<file path="src/rtl/ir_queue.sv">
// Instruction queue: DEPTH-entry FIFO of fetched words with LC-3b field decode of the head.
// Optional empty-queue bypass of in_data to the head is enabled by defining IR_QUEUE_BYPASS_EN.
module ir_queue #(
   parameter  int unsigned WIDTH = 16,
   parameter  int unsigned DEPTH = 4,
   localparam int unsigned CW    = $clog2(DEPTH + 1)
) (
   input  logic             clk,
   input  logic             rst_n,
   input  logic             flush,
   input  logic             in_valid,
   input  logic [WIDTH-1:0] in_data,
   output logic             in_ready,
   output logic             out_valid,
   input  logic             out_ready,
   output logic [WIDTH-1:0] out_data,
   output logic [CW-1:0]    count,
   output logic [3:0]       opcode,
   output logic [2:0]       dest,
   output logic [2:0]       src1,
   output logic [2:0]       src2,
   output logic [5:0]       offset6,
   output logic [8:0]       offset9,
   output logic [10:0]      offset11,
   output logic [7:0]       trapvect8,
   output logic [4:0]       imm5,
   output logic [3:0]       imm4,
   output logic             bit11,
   output logic             bit5,
   output logic             a,
   output logic             d
);

   localparam int unsigned PW = $clog2(DEPTH);

   logic [WIDTH-1:0] mem [DEPTH];
   logic [PW-1:0]    rd_ptr;
   logic [PW-1:0]    wr_ptr;
   logic             empty;
   logic             byp;
   logic             byp_take;
   logic             push;
   logic             pop;
   logic             wr_en;
   logic             rd_en;
   logic [WIDTH-1:0] head;
   logic [15:0]      hd;

   // Handshake, head selection and the effective write/advance enables
   always_comb begin
      empty    = (count == '0);
      in_ready = (count != CW'(DEPTH));
`ifdef IR_QUEUE_BYPASS_EN
      byp      = empty & in_valid & ~flush;
`else
      byp      = 1'b0;
`endif
      out_valid = ~empty | byp;
      head      = byp ? in_data : mem[rd_ptr];
      out_data  = out_valid ? head : '0;
      push      = in_valid & in_ready;
      pop       = out_valid & out_ready;
      // A bypassed word taken in the same cycle never touches storage
      byp_take  = byp & out_ready;
      wr_en     = push & ~byp_take & ~flush;
      rd_en     = pop & ~byp_take & ~flush;
   end

   always_ff @(posedge clk or negedge rst_n) begin
      if (!rst_n) begin
         rd_ptr <= '0;
         wr_ptr <= '0;
         count  <= '0;
      end else if (flush) begin
         rd_ptr <= '0;
         wr_ptr <= '0;
         count  <= '0;
      end else begin
         if (wr_en) wr_ptr <= wr_ptr + PW'(1);
         if (rd_en) rd_ptr <= rd_ptr + PW'(1);
         case ({wr_en, rd_en})
            2'b10:   count <= count + CW'(1);
            2'b01:   count <= count - CW'(1);
            default: count <= count;
         endcase
      end
   end

   // Storage is intentionally not reset
   always_ff @(posedge clk) begin
      if (wr_en) mem[wr_ptr] <= in_data;
   end

   // LC-3b field decode of the (already zero-forced) head word
   always_comb begin
      hd        = out_data[15:0];
      opcode    = hd[15:12];
      dest      = hd[11:9];
      src1      = hd[8:6];
      src2      = hd[2:0];
      offset6   = hd[5:0];
      offset9   = hd[8:0];
      offset11  = hd[10:0];
      trapvect8 = hd[7:0];
      imm5      = hd[4:0];
      imm4      = hd[3:0];
      bit11     = hd[11];
      bit5      = hd[5];
      a         = hd[5];
      d         = hd[4];
   end

endmodule
</file>
<file path="config.mk">
export PLATFORM = sky130hd
export DESIGN_NAME = ir_queue
export DESIGN_NICKNAME = d
export VERILOG_FILES = /design/src/rtl/ir_queue.sv
export SDC_FILE = /design/constraint.sdc
export NUM_CORES = 1
export LEC_CHECK = 0
export CORE_MARGIN = 2
export CORE_UTILIZATION = 30
export DETAILED_ROUTE_END_ITERATION = 8
export GPL_ROUTABILITY_DRIVEN = 0
export PLACE_DENSITY = 0.54
export SYNTH_ARGS = -nofsm -noshare
export SYNTH_HDL_FRONTEND = slang
export SYNTH_SLANG_ARGS = --single-unit
</file>
<file path="constraint.sdc">
create_clock -name clk -period 5.19 [get_ports clk]
set_input_delay 0.7785 -clock clk [delete_from_list [all_inputs] [get_ports clk]]
set_output_delay 0.7785 -clock clk [all_outputs]
set_load 0.02 [all_outputs]
</file>
==> flow_summary_export.csv <==
group,metric,value,unit
placed_design,pre_cts_ws,1.76,ns
setup_path,crit_slowest_cell,"dfrtp_1",
clock_network,clk_path_buf_depth,2,
power_and_ir_drop,power_leakage,1.44,nW
setup_path,cp_data_arrival_time,2.87,ns
final_layout,antenna_cells,0,
clock_network,post_cts_buffers,0,
placed_design,dp_cells,403,
final_layout,design_area,4410,um^2
clock_network,cts_tree,"yes",
setup_path,path_buf_inv,1,
drt,drt_iter0_markers,73,
sta,finalWorstSetupSlack,1.54,ns
drt,postRouteAntennaNets,0,
global_route,grt_pass1_vias,1779,
sta,period_share,70.3,%
power_and_ir_drop,power.density,422,nW/um^2
power_and_ir_drop,power,1.86,mW
setup_path,worst_r2r_path_depth,3,
sta,final_hold_viol_count,0,
yosys,ys.flop_type,"edfxtp_1",
power_and_ir_drop,peakVddDrop,0.146,mV
die,core,11300,um^2
power_and_ir_drop,pwr-share-comb,32.0,%
sta,finClkSkew,0.00312,ns
yosys,synthDistinctLibCells,33,
setup_path,critical_path_class,"reg -> out",
sta,worst_pin_slew,1.12,ns
clock_network,clock_sinks,71,
setup_path,setup.worst_path.end_class,"output pin",
setup_path,slowest_delay,1.08,ns
clock_network,insertion_delay,0.32,ns
drt,via_per_inst,4.31,
setup_path,start_kind,"register",
global_route,grt_pass1_wl,9570,um
sta,final.min_clock_period,3.65,ns
yosys,synth_area_leaders,"edfxtp_1, buf_4, mux4_2",
yosys,synth-seq-cells,71,
yosys,synth.top_cell.area_share,55.8,%
yosys,synthCells,229,
final_layout,post-route-util,39.0,%
power_and_ir_drop,p_switching,552,uW
sta,rsz0062_at_grt,"false",
clock_network,cts_resized,0,
placed_design,dpl.hpwl,3990,um
placed_design,io_buffers,101,
min_path,hold_path_depth,2,
setup_path,crit_family,"flip-flops",
clock_network,cts_hold_buf,0,
yosys,yosys.area.top_type,"edfxtp_1",
yosys,synth.net_count,255,
sta,timing.fmax,0.274,GHz
yosys,synth-edff-count,64,
global_route,grt.total_usage,10.2,%
power_and_ir_drop,sequentialPowerShare,36.6,%
final_layout,area_delta_synth_final,28.2,%
yosys,syn_area_per_cell,15.0,um^2
yosys,synth_fa_ha_area_share,2.03,%
power_and_ir_drop,p_clk_share,31.4,%
min_path,hp-class,"reg -> reg",
sta,setup_viol,0,
yosys,synth_xor_area_share,0.763,%
job,maxCapViolations,0,
clock_network,htree_levels,3,
drt,num_vias,1802,
clock_network,numCtsBuffers,9,
sta,final.setup.tns,0,ns
yosys,synthArstFlopShare,9.86,%
die,top_level_ports,102,
sta,maxSlewViolCount,0,
sta,whs,0.594,ns
yosys,synth_warnings,0,
die,rows,39,
drt,wl_per_cell,14.4,um
global_route,antenna_found_initial,0,
die,die_h,111,um
global_route,grt_max_degree,19,
yosys,synth_compound_area_share,3.41,%
sta,relSlewSlack,25.4,%
yosys,seq_area_frac_synth,60.9,%
die,fp.dieArea,12400,um^2
setup_path,required,4.41,ns
placed_design,dpl_cell_area,4130,um^2
setup_path,cp_max_fo,18,
drt,firstDrtPassIters,4,
yosys,syn_area,3440,um^2
power_and_ir_drop,sw_frac_of_total,29.6,%
final_layout,nets,297,
status,status,"complete, no violations",
drt,routed_wl,6030,um
drt,drc_errors,0,
setup_path,crit_chain,"mux4_2 > nor2b_1 > clkdlybuf4s50_1",
yosys,synthSimpleGateAreaFrac,6.28,%
setup_path,crit_cells,3,
global_route,grt_overflow,0,
clock_network,cts_root_buffer,"clkbuf_16",
yosys,synth_top_family_by_area,"buffers and inverters",
final_layout,drive_gt1_share,12.0,%
clock_network,clk_pin_slew_worst_paths,0.05,ns
final_layout,fin_cells,418,
die,die_w,111,um
yosys,synth.area.mux_share,10.8,%
die,initial_utilization,30.4,%
power_and_ir_drop,p_int,1.31,mW
tightest hold or removal path, stage by stage, from the launching register on:
cell and delay [ns]:
dfrtp_1 0.40, o21ai_0 0.08, a21oi_1 0.07
cell families after synthesis:
logic type      after synthesis
flops                        71
simple gates                 37
buf+inv                      79
xor+xnor                      3
fa+ha+maj                     5
compound gates               17
mux                          17
Yosys cell counts, types with 2 or more instances:
cell      count
ha_1          4
nor3b_1       2
buf_6         2
nor3_1        2
dfrtp_1       7
inv_1         8
o22ai_1       3
nand2b_1      2
o21ai_0       3
nor2b_1      16
nand3_1       3
a21oi_1       2
mux4_2       16
buf_4        60
nor2_1        5
edfxtp_1     64
xor2_1        3
a221oi_1      2
buf_2         7
and2_1        5
final timing paths:
kind,slack [ns],from,endpoint
max,1.54,rd_ptr[0],offset11[1]
min,0.59,wr_ptr[1],wr_ptr[1]
max reg2reg,3.00,count[0],mem[0][6]
min reg2reg,0.59,wr_ptr[1],wr_ptr[1]
max in group asynchronous,4.19,rst_n,count[0]
min in group asynchronous,0.73,rst_n,count[1]
layer usage:
layer / global-route usage (%) / vias to the layer above / wire [um]
li1: - / 854 / -
met1: 11.9 / 879 / 2540
met2: 17.3 / 62 / 3030
met3: 3.99 / 7 / 383
met4: 3.21 / 0 / 77
met5: 0 / - / 0
registers in the layout, indices dropped and copies added, names as in the netlist:
| signal | count |
|---|---|
| count | 3 |
| mem | 64 |
| rd_ptr | 2 |
| wr_ptr | 2 |
power by group through the flow:
stage | sequential, mW | clock, mW | combinational, mW
3_5_place_dp | 0.695 | 0 | 0.605
5_1_grt | 0.688 | 0.622 | 0.630
2_1_floorplan | 0.670 | 0 | 0.465
6_report | 0.681 | 0.584 | 0.597
4_1_cts | 0.683 | 0.597 | 0.606
3_3_place_gp | 0.694 | 0 | 0.601
placed cells by master (no fill, tap or decap), drive strengths merged:
master | Yosys | final
xor2 | 3 | 3
edfxtp | 64 | 64
nand3 | 3 | 3
o311ai | 1 | 1
o31ai | 1 | 1
o211ai | 1 | 1
dfrtp | 7 | 7
a211oi | 1 | 1
ha | 4 | 4
nor3 | 3 | 3
o22ai | 3 | 3
mux4 | 16 | 16
clkdlybuf4s50 | 0 | 101
o21ai | 3 | 3
nand2 | 1 | 1
nor2b | 16 | 16
fa | 1 | 1
a22o | 1 | 1
clkbuf | 1 | 9
nor3b | 2 | 2
nand2b | 2 | 2
mux2 | 1 | 1
bufinv | 0 | 1
clkinv | 0 | 3
buf | 70 | 1
inv | 8 | 8
o21a | 1 | 1
a311oi | 1 | 1
and2 | 5 | 5
a21oi | 2 | 2
a221oi | 2 | 2
clkinvlp | 0 | 2
nor2 | 5 | 5
layout make-up:
cell class	instances	area [um^2]
Fill cell	1065	6910
Sequential cell	71	2100
Timing Repair Buffer	102	1020
Multi-Input combinational cell	79	802
Clock buffer	9	225
Tap cell	143	179
Clock inverter	6	62.6
Inverter	8	30.0
Note: power is estimated with default switching activity, not from simulation.
